`src/rtl/mouse_packet_assembler.sv`:
```
// Assembles 3-byte PS/2 mouse packets and integrates the motion deltas
// into a clamped absolute cursor position.
module mouse_packet_assembler #(
    parameter int X_MAX          = 160,
    parameter int Y_MAX          = 120,
    parameter int TIMEOUT_CYCLES = 2000000
) (
    input  logic       CLK,
    input  logic       RESET,
    input  logic       ENABLE,
    input  logic [7:0] BYTE_READ,
    input  logic       BYTE_READY,
    input  logic [1:0] BYTE_ERROR_CODE,
    output logic       RX_READ_ENABLE,
    output logic [7:0] MOUSE_X,
    output logic [7:0] MOUSE_Y,
    output logic [7:0] MOUSE_STATUS,
    output logic [7:0] MOUSE_DX,
    output logic [7:0] MOUSE_DY,
    output logic       PACKET_VALID,
    output logic       SYNC_ERR
);

    localparam int CNT_W = (TIMEOUT_CYCLES > 1) ? $clog2(TIMEOUT_CYCLES) : 1;
    localparam logic [CNT_W-1:0] CNT_LAST = CNT_W'(TIMEOUT_CYCLES - 1);
    localparam logic signed [10:0] X_LIM = 11'(X_MAX - 1);
    localparam logic signed [10:0] Y_LIM = 11'(Y_MAX - 1);

    typedef enum logic [1:0] {
        WAIT_B0 = 2'd0,
        WAIT_B1 = 2'd1,
        WAIT_B2 = 2'd2,
        UPDATE  = 2'd3
    } state_t;

    state_t state, state_next;
    logic [CNT_W-1:0] timeout_cnt;
    logic [7:0] status_b, byte1, byte2;
    logic byte_ok, in_body, timeout_hit;
    logic capture_b0, capture_b1, capture_b2, sync_err_set, load_outputs;
    logic signed [10:0] dx_ext, dy_ext, x_sum, y_sum;

    function automatic logic [7:0] clamp_pos(input logic signed [10:0] v,
                                             input logic signed [10:0] lim);
        if (v < 11'sd0)
            clamp_pos = 8'd0;
        else if (v > lim)
            clamp_pos = lim[7:0];
        else
            clamp_pos = v[7:0];
    endfunction

    assign byte_ok     = BYTE_READY && (BYTE_ERROR_CODE == 2'b00);
    assign in_body     = (state == WAIT_B1) || (state == WAIT_B2);
    assign timeout_hit = in_body && !BYTE_READY && (timeout_cnt == CNT_LAST);

    always_ff @(posedge CLK or negedge RESET) begin
        if (!RESET)
            state <= WAIT_B0;
        else
            state <= state_next;
    end

    always_comb begin
        state_next = state;
        if (!ENABLE) begin
            state_next = WAIT_B0;
        end else begin
            case (state)
                WAIT_B0: if (byte_ok && BYTE_READ[3]) state_next = WAIT_B1;
                WAIT_B1: begin
                    if (BYTE_READY)
                        state_next = byte_ok ? WAIT_B2 : WAIT_B0;
                    else if (timeout_hit)
                        state_next = WAIT_B0;
                end
                WAIT_B2: begin
                    if (BYTE_READY)
                        state_next = byte_ok ? UPDATE : WAIT_B0;
                    else if (timeout_hit)
                        state_next = WAIT_B0;
                end
                UPDATE:  state_next = WAIT_B0;
                default: state_next = WAIT_B0;
            endcase
        end
    end

    always_comb begin
        capture_b0   = 1'b0;
        capture_b1   = 1'b0;
        capture_b2   = 1'b0;
        sync_err_set = 1'b0;
        load_outputs = (state == UPDATE);
        if (ENABLE) begin
            case (state)
                WAIT_B0: begin
                    capture_b0   = byte_ok && BYTE_READ[3];
                    sync_err_set = byte_ok && !BYTE_READ[3];
                end
                WAIT_B1: capture_b1 = byte_ok;
                WAIT_B2: capture_b2 = byte_ok;
                default: ;
            endcase
        end
    end

    // Inter-byte timeout: restarts on any strobe, only runs mid-packet
    always_ff @(posedge CLK or negedge RESET) begin
        if (!RESET)
            timeout_cnt <= '0;
        else if (!ENABLE || BYTE_READY || !in_body || timeout_hit)
            timeout_cnt <= '0;
        else
            timeout_cnt <= timeout_cnt + CNT_W'(1);
    end

    always_ff @(posedge CLK) begin
        if (capture_b0) status_b <= BYTE_READ;
        if (capture_b1) byte1    <= BYTE_READ;
        if (capture_b2) byte2    <= BYTE_READ;
    end

    // Overflow flags suppress the corresponding delta entirely
    always_comb begin
        dx_ext = status_b[6] ? 11'sd0 : {{3{status_b[4]}}, byte1};
        dy_ext = status_b[7] ? 11'sd0 : {{3{status_b[5]}}, byte2};
        x_sum  = $signed({3'b000, MOUSE_X}) + dx_ext;
        y_sum  = $signed({3'b000, MOUSE_Y}) - dy_ext;
    end

    always_ff @(posedge CLK or negedge RESET) begin
        if (!RESET) begin
            MOUSE_X        <= 8'(X_MAX / 2);
            MOUSE_Y        <= 8'(Y_MAX / 2);
            MOUSE_STATUS   <= 8'h00;
            MOUSE_DX       <= 8'h00;
            MOUSE_DY       <= 8'h00;
            PACKET_VALID   <= 1'b0;
            SYNC_ERR       <= 1'b0;
            RX_READ_ENABLE <= 1'b0;
        end else begin
            PACKET_VALID   <= load_outputs;
            SYNC_ERR       <= sync_err_set;
            RX_READ_ENABLE <= ENABLE;
            if (load_outputs) begin
                MOUSE_X      <= clamp_pos(x_sum, X_LIM);
                MOUSE_Y      <= clamp_pos(y_sum, Y_LIM);
                MOUSE_STATUS <= status_b;
                MOUSE_DX     <= byte1;
                MOUSE_DY     <= byte2;
            end
        end
    end

endmodule

```
`config.mk`:
```
export PLATFORM = sky130hd
export DESIGN_NAME = mouse_packet_assembler
export DESIGN_NICKNAME = d
export VERILOG_FILES = /design/src/rtl/mouse_packet_assembler.sv
export SDC_FILE = /design/constraint.sdc
export NUM_CORES = 1
export LEC_CHECK = 0
export BUFFER_PORTS_ARGS = -buffer_cell sky130_fd_sc_hd__buf_2
export CORE_ASPECT_RATIO = 0.9
export CORE_UTILIZATION = 42
export CTS_CLUSTER_SIZE = 25
export DETAILED_ROUTE_END_ITERATION = 6
export GPL_TIMING_DRIVEN = 1
export PLACE_DENSITY = 0.7
export SLEW_MARGIN = 15
export SYNTH_ARGS = -nofsm -noshare
export SYNTH_HDL_FRONTEND = slang
export SYNTH_SLANG_ARGS = --single-unit
```
`constraint.sdc`:
```
create_clock -name CLK -period 6.5 [get_ports CLK]
set_clock_uncertainty 0.05 [all_clocks]
set_input_delay 1.3 -clock CLK [delete_from_list [all_inputs] [get_ports CLK]]
set_output_delay 1.3 -clock CLK [all_outputs]
set_load 0.02 [all_outputs]
```
# After elaboration in Yosys (flattened, before gate mapping)
# Index checks and enable logic that the tools add are counted.
# classes
add_sub_neg	3
n_lt_le_gt_ge	4
eq_ne	5
n_mux	23
n_reduce_logical	15
# op_table
operator	count
$mux W8	4
$lt A11 B1 Y1 const B	2
$mux W11	2
$add A21 B1 Y21 const B	1
$eq A21 B21 Y1 const B	1
$mux W21	1
$mux W2	7
$add A9 B11 Y11	1
$gt A11 B8 Y1 const B	1
$gt A11 B9 Y1 const B	1
$sub A9 B11 Y11	1
$mux W1	8
$pmux W2 S4	1
$logic_and A1 B1 Y1	5
$eq A2 B2 Y1 const B	2
$logic_not A1 Y1	4
$logic_not A2 Y1	2
$logic_or A1 B1 Y1	4
$ne A3 B3 Y1 const B	1
$eq A2 B1 Y1 const B	1
# word_totals
ff_bits	90
output_inout_bits	43
wordCells	63

# Logic depth before layout (Yosys ltp)
# logic_depth
ltp_word	8
depth_mapped	10
depth_no_buf	10

# Least setup slack after synthesis
# No wires, ideal clock.
# synth_timing
kind	input to register
startpoint	input port BYTE_ERROR_CODE[1]
endpoint	register status_b[0] (enable)
t_arrival_ns	2.234
required_ns	6.079
path_slack_ns	3.845
cell_stages	3
n_path_buf	0
path_cell_list	nor3b_1 nand3_1 nor2_1
# synth_between
elab_chain_len	5
# synth_rtl
element	line_no	rtl
start, declared	13	input logic [1:0] BYTE_ERROR_CODE,
$logic_not A2 Y1	53	assign byte_ok = BYTE_READY && (BYTE_ERROR_CODE == 2'b00);
$logic_and A1 B1 Y1	53	
$logic_and A1 B1 Y1	98	capture_b0 = byte_ok && BYTE_READ[3];
$mux W1	96	case (state)
$mux W1	95	if (ENABLE) begin
named net capture_b0	40	logic capture_b0, capture_b1, capture_b2, sync_err_set, load_outputs;
end signal, assigned	119	if (capture_b0) status_b <= BYTE_READ;
end, declared	38	logic [7:0] status_b, byte1, byte2;
# The timed path passes the listed nets, and every way through them passes these cells.
# A chain may end at the register's enable or synchronous reset.

# Worst setup path after layout
# layout_timing
startpoint	register status_b[6]
endpoint	register MOUSE_X[3]
# layout_between
elab_chain_len	5
# layout_rtl
element	line_no	rtl
$mux W11 (*)	126	dx_ext = status_b[6] ? 11'sd0 : {{3{status_b[4]}}, byte1};
$add A9 B11 Y11 (*)	128	x_sum = $signed({3'b000, MOUSE_X}) + dx_ext;
$gt A11 B9 Y1	47	else if (v > lim)
$mux W8	47	
$mux W8 (*)	45	if (v < 11'sd0)
end signal, assigned	134	MOUSE_X <= 8'(X_MAX / 2);
end signal, assigned	147	MOUSE_X <= clamp_pos(x_sum, X_LIM);
end, declared	15	output logic [7:0] MOUSE_X,
# Mark *: on every way between the ends. The rest lies on a longest branch, timed or not.

==> impl_metrics.ini <==
[clock_tree]
postCtsSetupBuffers = 0
clock_latency_ns = 0.34
cts_resized = 0
cts_buffers = 9
post_cts_hold_buffer_count = 0
cts_tree = done
clock_sinks = 90
clkSlewWorstSetupHoldPaths_ns = 0.07
cts_buffer_depth = 2
clockRootBuffer = clkbuf_16
h-tree-depth = 3

[sta]
rsz0062_at_grt = no
setup_ws_ns = 3.62
maxSlewViolCount = 0
max_slew_margin = 0.429
worst_pin_slew_ns = 0.857
final.min_clock_period_ns = 2.88
finalHoldViolCount = 0
fin_crit_sh = 0.443
fin_setup_tns_ns = 0
setup_viol = 0
fmax_ghz = 0.348

[hold_path]
holdPathStages = 1
min_from = status_b[2]
hp-class = reg -> reg
min_to = MOUSE_STATUS[2]

[synthesis]
synthFlopType = dfrtp_1
ys_seq_area_frac = 0.524
post-synth-top-count-cell = dfrtp_1
yosys_warnings = 0
synth_seq_cells = 90
synth_cell_types = 62
synth.avg_cell_area_um2 = 11.7
synth_common_cells = dfrtp_1, nor2_1, edfxtp_1, mux2_2, ha_1
ys_top_cells_by_area = dfrtp_1, edfxtp_1, ha_1
syn_inst = 388
yosysTopAreaCell = dfrtp_1
synth.top_cell.area_share = 0.330
async_reset_ff_frac = 0.733
syn_nets = 427
synth_edf_count = 24
syn_area_um2 = 4540

[cells_and_area]
diodes = 0
syn2layout_area_growth_pct = 15.2
final.fill_count = 923
final_layout_size_suffix_gt1_frac = 0.248
nets = 485
instances_no_fill = 580

[drt]
via_count = 3076
first_pass_iters = 7
wl_per_cell_um = 15.4
ant_nets = 0
drt-initial-drc-count = 118
drt-vias-per-instance = 5.30
wirelength_um = 8910
drc = 5

[power_and_ir_drop]
sw_frac_of_total = 0.306
combPwrFrac = 0.229
p_int_mw = 1.06
power_leakage_nw = 2.38
switching_power_uw = 467
clkPwrFrac = 0.323
finalPower_mw = 1.53
vdd_drop_max_v = 0.000146
power_per_cell_area_nw_per_um2 = 292
power_frac_seq = 0.448

[placement]
port_buffers = 56
hpwl_um = 6520
routabilityCongestion = 0.831
preCtsSetupSlack_ns = 3.37
place_inst = 564

[worst_setup_path]
cp_max_fo = 10
critPathLaunchType = flip-flop
path_class = reg -> reg
reg2reg_from = status_b[6]
cp_data_required_time_ns = 6.72
rrSetupSlack_ns = 3.62
cp.arrival_ns = 3.10
cp-end-kind = flip-flop
r2r_cells = 10
r2r_end = MOUSE_X[3]

[status]
outcome = complete, but fails checks
violations = DRC

[grt]
grt_pass1_wl_um = 14900
grt_start_max_net_pins = 67
gr-usage-all-layers = 0.172
grt_pass1_vias = 2962
grt_overflow = 0
antenna_found_initial = 0

[floorplan]
dieArea_um2 = 11200
die_x_um = 112
ioPinCount = 57
coreArea_um2 = 10400
die_y_um = 101
num_rows = 35
start_util = 0.438

[run]
maxCapViolCount = 0
[through the flow]
step                      hold WS [ns]   util  cell area [um2]
after CTS                        0.434  0.504             5230
after global routing             0.453  0.504             5230
after detailed placement         0.419  0.476             4940
after global placement           0.422  0.476             4940
after floorplan                  0.404      -             4540
final                            0.429  0.504             5230
[final cells by class]
cell class,instances,area (um2),share of cell area
sequential,90,2380,0.455
multi-input combinational,272,2050,0.392
timing repair buffer,58,295,0.0564
clock buffer,10,239,0.0457
tap,129,161,0.0308
inverter,15,56.3,0.0108
clock inverter,6,48.8,0.00933
[placed cells by master, fill, tap and decap left out, types with 6 or more instances in the layout]
| cell type | Yosys | final |
|---|---|---|
| a21o_1 | 6 | 6 |
| a21oi_1 | 15 | 15 |
| buf_2 | 5 | 56 |
| clkbuf_16 | 0 | 9 |
| dfrtp_1 | 60 | 60 |
| dfstp_2 | 6 | 6 |
| edfxtp_1 | 24 | 24 |
| ha_1 | 23 | 23 |
| inv_1 | 15 | 15 |
| mux2_2 | 24 | 24 |
| nand2_1 | 17 | 17 |
| nand2b_1 | 11 | 11 |
| nand3_1 | 15 | 15 |
| nor2_1 | 39 | 39 |
| nor2b_1 | 16 | 16 |
| xnor2_1 | 18 | 18 |
| xor2_1 | 10 | 10 |
[sequential cells by signal, summed over array words and instances (netlist names)]
name,flops
MOUSE_X,8
SYNC_ERR,1
byte1,8
state,2
RX_READ_ENABLE,1
MOUSE_DX,8
MOUSE_Y,8
PACKET_VALID,1
status_b,8
MOUSE_DY,8
timeout_cnt,21
byte2,8
MOUSE_STATUS,8
[worst max-delay path, cell delays in order, from the launching register on]
cell,delay (ns)
edfxtp_1,0.54
nor2b_1,0.16
ha_1,0.17
inv_1,0.05
fa_1,0.39
nand2b_1,0.20
a21oi_1,0.29
nor4_1,0.08
o211a_1,0.26
o311ai_4,0.35
o221a_1,0.26
[power by group through the flow]
stage | Sequential (mW) | Combinational, mW | Clock [mW]
floorplan | 0.750 | 0.186 | 0
global placement | 0.692 | 0.345 | 0
detailed placement | 0.696 | 0.352 | 0
CTS | 0.685 | 0.353 | 0.510
global route | 0.692 | 0.383 | 0.533
finish | 0.684 | 0.351 | 0.493
[layer usage]
layer / vias to the layer above / part of all wire / GRT usage
met5: - / 0 / 0
met4: 0 / 0.013 / 0.0530
met3: 7 / 0.042 / 0.0529
met2: 58 / 0.48 / 0.284
met1: 1489 / 0.46 / 0.217
li1: 1522 / - / -
[worst max-delay path by stage]
stage                             from         endpoint  slack [ns]  depth (start not counted)
floorplan           BYTE_ERROR_CODE[1]      status_b[0]        3.85                          3
global placement            BYTE_READY  timeout_cnt[17]        3.45                          6
detailed placement          BYTE_READY  timeout_cnt[13]        3.37                          6
CTS                        status_b[6]       MOUSE_X[3]        3.61                         10
global route               status_b[6]       MOUSE_X[3]        3.44                         10
finish                     status_b[6]       MOUSE_X[3]        3.62                         10
[logic make-up (layout without fill, tap and decap cells)]
group | after synthesis | after routing | share of synthesized area
xor gates and xnor gates | 28 | 28 | 0.0540
AOI/OAI and AO/OA | 65 | 65 | 0.113
adders and majority gates | 25 | 25 | 0.0722
and+or+nand+nor | 130 | 130 | 0.153
buffers and inverters | 26 | 89 | 0.0245
DFF | 90 | 90 | 0.524
muxes | 24 | 24 | 0.0595
(Power assumes the default switching activity.)
